### config.mk
export PLATFORM = sky130hd
export DESIGN_NAME = spi_burst_sequencer
export DESIGN_NICKNAME = d
export VERILOG_FILES = /design/src/rtl/spi_burst_sequencer.sv
export SDC_FILE = /design/constraint.sdc
export NUM_CORES = 1
export LEC_CHECK = 0
export BUFFER_PORTS_ARGS = -buffer_cell sky130_fd_sc_hd__buf_2
export CAP_MARGIN = 20
export CORE_AREA = 3 3 47 49
export DETAILED_ROUTE_END_ITERATION = 8
export DIE_AREA = 0 0 50 52
export GPL_TIMING_DRIVEN = 0
export PLACE_DENSITY_LB_ADDON = 0.08
export SKIP_CTS_REPAIR_TIMING = 1
export SLEW_MARGIN = 40
export SYNTH_ARGS = -nofsm -noshare
export SYNTH_HDL_FRONTEND = slang
export SYNTH_SLANG_ARGS = --single-unit
### constraint.sdc
create_clock -name clk -period 4.3 [get_ports clk]
set_clock_uncertainty 0.2 [all_clocks]
set_input_delay 0.86 -clock clk [delete_from_list [all_inputs] [get_ports clk]]
set_output_delay 0.86 -clock clk [all_outputs]
set_load 0.05 [all_outputs]
### src/rtl/spi_burst_sequencer.sv
// SPI burst sequencer: measurement-mode command, then repeated read command + RX_BYTES burst + wait.
// Optional per-byte watchdog enabled by defining SPI_SEQ_TIMEOUT_EN.
module spi_burst_sequencer #(
    parameter int unsigned RX_BYTES       = 6,
    parameter int unsigned INTERVAL       = 1000,
    parameter int unsigned TIMEOUT_CYCLES = 4096
) (
    input  logic                                                  clk,
    input  logic                                                  rst,
    input  logic                                                  power,
    input  logic                                                  done,
    output logic [1:0]                                            data_select,
    output logic                                                  transfer,
    output logic                                                  receive,
    output logic                                                  cs,
    output logic [((RX_BYTES > 1) ? $clog2(RX_BYTES) : 1)-1:0]    byte_idx,
    output logic                                                  sample_valid,
    output logic                                                  busy,
    output logic                                                  timeout
);

    localparam int unsigned IDX_W = (RX_BYTES > 1) ? $clog2(RX_BYTES) : 1;
    localparam int unsigned CNT_W = (INTERVAL > 1) ? $clog2(INTERVAL) : 1;
    localparam logic [IDX_W-1:0] LAST_IDX  = IDX_W'(RX_BYTES - 1);
    localparam logic [CNT_W-1:0] WAIT_LOAD = CNT_W'(INTERVAL - 1);

    typedef enum logic [2:0] {
        IDLE,
        MEAS,
        CMD,
        RX,
        WAIT,
        SOFT_RST
    } state_t;

    state_t             state;
    state_t             state_next;
    logic [IDX_W-1:0]   idx_next;
    logic [CNT_W-1:0]   wait_cnt;
    logic               last_byte;
    logic               xfer_state;
    logic               abort;

    assign last_byte  = (byte_idx == LAST_IDX);
    assign xfer_state = (state == MEAS) || (state == CMD) || (state == RX) || (state == SOFT_RST);

`ifdef SPI_SEQ_TIMEOUT_EN
    localparam int unsigned WDOG_W = (TIMEOUT_CYCLES > 1) ? $clog2(TIMEOUT_CYCLES) : 1;
    localparam logic [WDOG_W-1:0] WDOG_LIMIT = WDOG_W'(TIMEOUT_CYCLES - 1);

    logic [WDOG_W-1:0] wdog;

    // Abort fires on the TIMEOUT_CYCLES-th transfer cycle; a done in that cycle still wins.
    assign abort = xfer_state && !done && (wdog == WDOG_LIMIT);

    always_ff @(posedge clk or posedge rst) begin
        if (rst) begin
            wdog    <= '0;
            timeout <= 1'b0;
        end else begin
            timeout <= abort;
            if (done || (state_next != state)) begin
                wdog <= '0;
            end else if (xfer_state) begin
                wdog <= wdog + 1'b1;
            end
        end
    end
`else
    assign abort   = 1'b0;
    assign timeout = 1'b0;
`endif

    always_comb begin
        state_next  = state;
        idx_next    = byte_idx;
        data_select = 2'b00;
        transfer    = 1'b0;
        receive     = 1'b0;
        cs          = 1'b1;
        busy        = 1'b1;
        case (state)
            IDLE: begin
                busy = 1'b0;
                if (power) state_next = MEAS;
            end
            MEAS: begin
                data_select = 2'b01;
                transfer    = !done;
                cs          = done;
                if (done)       state_next = power ? WAIT : SOFT_RST;
                else if (abort) state_next = SOFT_RST;
            end
            CMD: begin
                data_select = 2'b10;
                transfer    = !done;
                cs          = 1'b0;
                if (done)       state_next = power ? RX : SOFT_RST;
                else if (abort) state_next = SOFT_RST;
            end
            RX: begin
                transfer = !done;
                receive  = !done;
                // Chip select stays low across the burst; it rises only as the last byte finishes.
                cs       = done && last_byte;
                if (done) begin
                    if (!power)         state_next = SOFT_RST;
                    else if (last_byte) state_next = WAIT;
                    else                idx_next   = byte_idx + 1'b1;
                end else if (abort) begin
                    state_next = SOFT_RST;
                end
            end
            WAIT: begin
                if (!power)                state_next = SOFT_RST;
                else if (wait_cnt == '0)   state_next = CMD;
            end
            SOFT_RST: begin
                data_select = 2'b11;
                transfer    = !done;
                cs          = done;
                if (done || abort) state_next = IDLE;
            end
            default: begin
                busy       = 1'b0;
                state_next = IDLE;
            end
        endcase
        if (state_next != RX) idx_next = '0;
    end

    always_ff @(posedge clk or posedge rst) begin
        if (rst) begin
            state        <= IDLE;
            byte_idx     <= '0;
            wait_cnt     <= '0;
            sample_valid <= 1'b0;
        end else begin
            state        <= state_next;
            byte_idx     <= idx_next;
            sample_valid <= (state == RX) && done && last_byte;
            if ((state_next == WAIT) && (state != WAIT)) begin
                wait_cnt <= WAIT_LOAD;
            end else if ((state == WAIT) && (wait_cnt != '0)) begin
                wait_cnt <= wait_cnt - 1'b1;
            end
        end
    end

endmodule

## After elaboration in Yosys (flattened, before gate mapping)

Index checks and enable logic that the tools add are counted.

| storage, ports and cells | value |
|---|---|
| flip-flop bits (word level) | 17 |
| input port bits | 4 |
| output and inout bits | 11 |
| logic and storage cells | 57 |

| cells by class | value |
|---|---|
| $add $sub $neg | 2 |
| equal/unequal tests | 10 |
| multiplexer cells | 24 |
| reductions and logical operators | 17 |

Operators by type and width:

| cell | count |
|---|---|
| 2-to-1 mux 3 bit | 15 |
| 2-to-1 mux 10 bit | 2 |
| one-hot mux 3 bit (6 select lines) | 1 |
| == test 3 bit, second input constant | 4 |
| zero test 10 bit | 1 |
| nonzero test 10 bit | 1 |
| subtractor 10 x 1 -> 10 bit, second input constant | 1 |
| nonzero test 2 bit | 4 |
| == test 3 x 2 -> 1 bit, second input constant | 2 |
| one-hot mux 2 bit (3 select lines) | 1 |
| logical AND 1 bit | 5 |
| OR reduction 5 bit | 1 |
| 2-to-1 mux 1 bit | 4 |
| AND reduction 4 bit | 1 |
| OR reduction 4 bit | 1 |
| adder 3 x 1 -> 3 bit, second input constant | 1 |
| == test 3 x 1 -> 1 bit, second input constant | 1 |
| zero test 3 bit | 1 |
| inequality test 3 x 2 -> 1 bit, second input constant | 1 |
| inequality test 3 bit, second input constant | 1 |
| one-hot mux 1 bit (3 select lines) | 1 |
| inequality test 2 x 1 -> 1 bit, second input constant | 1 |
| OR reduction 2 bit | 1 |
| zero test 1 bit | 1 |

## Longest topological paths before layout

| depth | value |
|---|---|
| depth in word-level cells | 8 |
| mapped depth | 8 |
| depth with buffers taken out | 7 |

## Least setup slack after synthesis

Ideal clock, no wire load.

| timing | value |
|---|---|
| path type | flip-flop to output port |
| start point | register state[0] |
| end point | output transfer |
| arrival | 2.172 ns |
| data required time | 3.240 ns |
| setup slack | 1.068 ns |
| cell stages (with the launch flop) | 5 |
| path buffers | 1 |
| cell sequence | dfrtp_1 buf_2 nor2b_1 nor2_1 nor2_1 |

| between the ends | value |
|---|---|
| word-level cells in the longest chain between the ends | 3 |
| elaborated cells on any way between the ends | 6 |
| those cells by class | 4 x eq/ne; 1 x mux; 1 x reduce/logical |

Ends and longest elaborated chain:

| element | RTL line | source |
|---|---|---|
| start: declaration | 36 | `state_t state;` |
| start signal: assignment | 139 | `state <= state_next;` |
| == test 3 x 1 -> 1 bit (tied with other cells) | 82 | `case (state)` |
| OR reduction 4 bit (no source line) * | n/a |  |
| 2-to-1 mux 1 bit * | n/a |  |
| end: declaration | 13 | `output logic transfer,` |

Mark *: on every way between the ends. The rest lies on a longest branch, timed or not.

## Worst setup path after layout

| timing | value |
|---|---|
| start point | input done |
| end point | output receive |

| between the ends | value |
|---|---|
| word-level cells in the longest chain between the ends | 2 |

Ends and longest elaborated chain:

| element | RTL line | source |
|---|---|---|
| start: declaration | 11 | `input logic done,` |
| zero test 1 bit | 103 | `receive = !done;` |
| 2-to-1 mux 1 bit | 82 |  |
| end: declaration | 14 | `output logic receive,` |

Every way passes these cells.

==> results.ini <==
[die]
io_pins=15
fp.dieH_um=52
start_util_pct=57.89
dieArea_um2=2600
fp.dieW_um=50
rows=16
core_area_um2=1902

[detailed_routing]
wl_per_cell_um=13.09
drt_iter0_markers=12
vias_per_cell=5.446
routed_wirelength_mm=2.199
vias=915
dr.pass1.iters=4
drc=0
ant_nets=0

[timing]
tns_ns=0
setup_viol=0
min_period_over_period_pct=66.03
report.final.slew_viol_count=0
hold_viol=0
worst_hold_slack_ns=0.3725
min_period_ns=2.839
relSlewSlack_pct=53.76
rsz0062_at_grt=no
tightest_slew_ns=0.6761
max_freq_ghz=0.3522

[setup_path]
cp_max_fo=10
r2r_slack_ns=2.06
cp.required_ns=3.24
worstSetupPathType=in2out
r2r.worst_path.cells=6
reg2reg_to=wait_cnt[8]$_DFFE_PP0P_
cp_cell_sequence=clkbuf_1, nor3_1, and2_1, buf_2
r2r_start=wait_cnt[5]$_DFFE_PP0P_
crit_path_end=receive
max_stage_delay_ns=0.31
crit_path_top_delay_cell=nor3_1
cpLargestDelayFamily=simple AND/OR/NAND/NOR gates
worst-path-buf-inv=2
critPathLaunch=done
worstSetupEndpointType=primary output
crit_arrival_ns=1.78
start_kind=input pin
cp.depth=4

[placed_design]
io_buffers=12
dp_hpwl_mm=1.566
place.gp.congestion=0.9231
place_area_um2=1195

[layout]
utilization_pct=64.28
fin_area_um2=1222
drive_above_1_share_pct=21.28
nFillCells=156
final_nets=149
areaGrowthSynthToFinish_pct=11.02
diodes=0

[logic_synthesis]
synth_edf_count=0
syn-num-nets=132
synth.most_common_cell=dfrtp_1
async_flop_share_pct=100.0
synth_top_family_by_area=simple AND/OR/NAND/NOR gates
synthesis.area_um2=1101
synth_compound_area_share_pct=11.25
synth_top_area_share_pct=38.64
syn_avg_cell_area_um2=8.808
synth_xor_area_share_pct=5.568
synth_commonest_cells=dfrtp_1, nor2_1, nand2_1, inv_1, a21oi_1
synthCells=125
yosys.area_share.simple_pct=32.05
ys_ff_latch=17
yosys.area.top_type=dfrtp_1
yosysWarnings=0
yosysUniqueCellTypes=39
muxShareOfSynthArea_pct=3.636
synth_area_leaders=dfrtp_1, nor2_1, nand2_1
synth_adder_area_share_pct=3.409
synth_ff_type=dfrtp_1
seq_area_frac_synth_pct=38.64

[clock_tree]
cts-htree-levels=1
clock-sinks=17
clk_latency_ns=0.29
path_clk_slew_ns=0.10
cts-root-buf=clkbuf_4
clockBufferDepth=2
cts_made_buffers=3
cts_tree=built

[worst_hold_path]
hp-class=reg2reg
min-delay-start=wait_cnt[0]$_DFFE_PP0P_

[power_and_ir_drop]
peakVddDrop_uv=507.1
switching_share_pct=45.34
seqPwrFrac_pct=37.0
power_switching_mw=0.2729
power_leakage_nw=0.5287
clkPwrFrac_pct=14.3
internal-power_mw=0.3290
share_comb_of_total_power_pct=48.8
cellPowerDensity_nw_per_um2=492.4

[flow_run]
max_cap_viol_count=0

[grt]
grt_usage_pct=18.55
grt_max_degree=18
grt_antenna_before_repair=0
grt_overflow=0
grt_pass1_wl_mm=3.657
grt_pass1_vias=856

[run_status]
status=finished, final reports clean

-- per-layer routing --
metal  vias up  track usage [%]  wire length, µm  part of all wire, %
met1       420            23.50             1040                   47
met3         6            2.579               81                  3.7
met4         0            9.677               46                  2.1
met5         -                0                0                    0
met2        24            30.65             1031                   47
li1        465                -                -                    -
-- worst min-delay path: cells and delay by family (launching register included) --
family                    cells  cell delay [ns]
and+or+nand+nor               1             0.06
DFF                           1             0.40
xor gates and xnor gates      1             0.09
-- state kept, by name (all words and copies together), names as in the netlist --
register / flops
sample_valid: 1
byte_idx: 3
state: 3
wait_cnt: 10
-- area by class of cell --
cell class / count / area (µm²) / area share, %
sequential: 17 / 425.4 / 34.80
clock inverter: 1 / 5.005 / 0.4094
buffer: 6 / 33.78 / 2.764
tap: 27 / 33.78 / 2.764
inverter: 6 / 22.52 / 1.842
clock buffer: 3 / 22.52 / 1.842
multi-input combinational: 96 / 619.3 / 50.67
timing repair buffer: 12 / 60.06 / 4.913
-- per-stage QoR --
step,setup WS (ns),power (mW),instances
floorplan,1.068,0.4585,125
global placement,1.531,0.5105,164
detailed placement,1.462,0.5157,164
CTS,1.464,0.6039,168
global route,1.408,0.6400,168
finish,1.461,0.6019,168
-- worst min path at each step --
stage	slack, ns	endpoint	depth (start not counted)
4_1_cts	0.37	wait_cnt[0]$_DFFE_PP0P_	2
5_1_grt	0.40	wait_cnt[6]$_DFFE_PP0P_	2
3_3_place_gp	0.31	wait_cnt[6]$_DFFE_PP0P_	2
2_1_floorplan	0.29	wait_cnt[6]$_DFFE_PP0P_	2
6_report	0.37	wait_cnt[0]$_DFFE_PP0P_	2
3_5_place_dp	0.34	wait_cnt[0]$_DFFE_PP0P_	2
-- logic make-up after synthesis --
logic type	after synthesis
simple gates	63
flops	17
xor+xnor	7
other cells	1
buf+inv	12
mux	4
compound gates	18
fa+ha+maj	3
-- placed cells by master (no fill, tap or decap), types with 3 or more instances in the layout --
| cell | instances |
|---|---|
| dfrtp_1 | 17 |
| and2_1 | 4 |
| nor2b_1 | 3 |
| nor3_1 | 3 |
| inv_1 | 6 |
| ha_1 | 3 |
| mux2i_1 | 4 |
| nor2_1 | 15 |
| clkbuf_4 | 3 |
| buf_2 | 15 |
| o21ai_0 | 4 |
| xnor2_1 | 4 |
| xor2_1 | 3 |
| a21oi_1 | 5 |
| or3_1 | 3 |
| nand3_1 | 3 |
| nor4_1 | 4 |
| nand2_1 | 14 |
-- power groups by stage --
stage	sequential, mW	clock [mW]	combinational [mW]
after floorplan	0.215	0	0.244
after global placement	0.222	0	0.288
after detailed placement	0.223	0	0.293
after CTS	0.221	0.0885	0.294
after global routing	0.227	0.0931	0.320
final	0.222	0.0860	0.293
No activity file was read; power rests on OpenSTA's default activity.
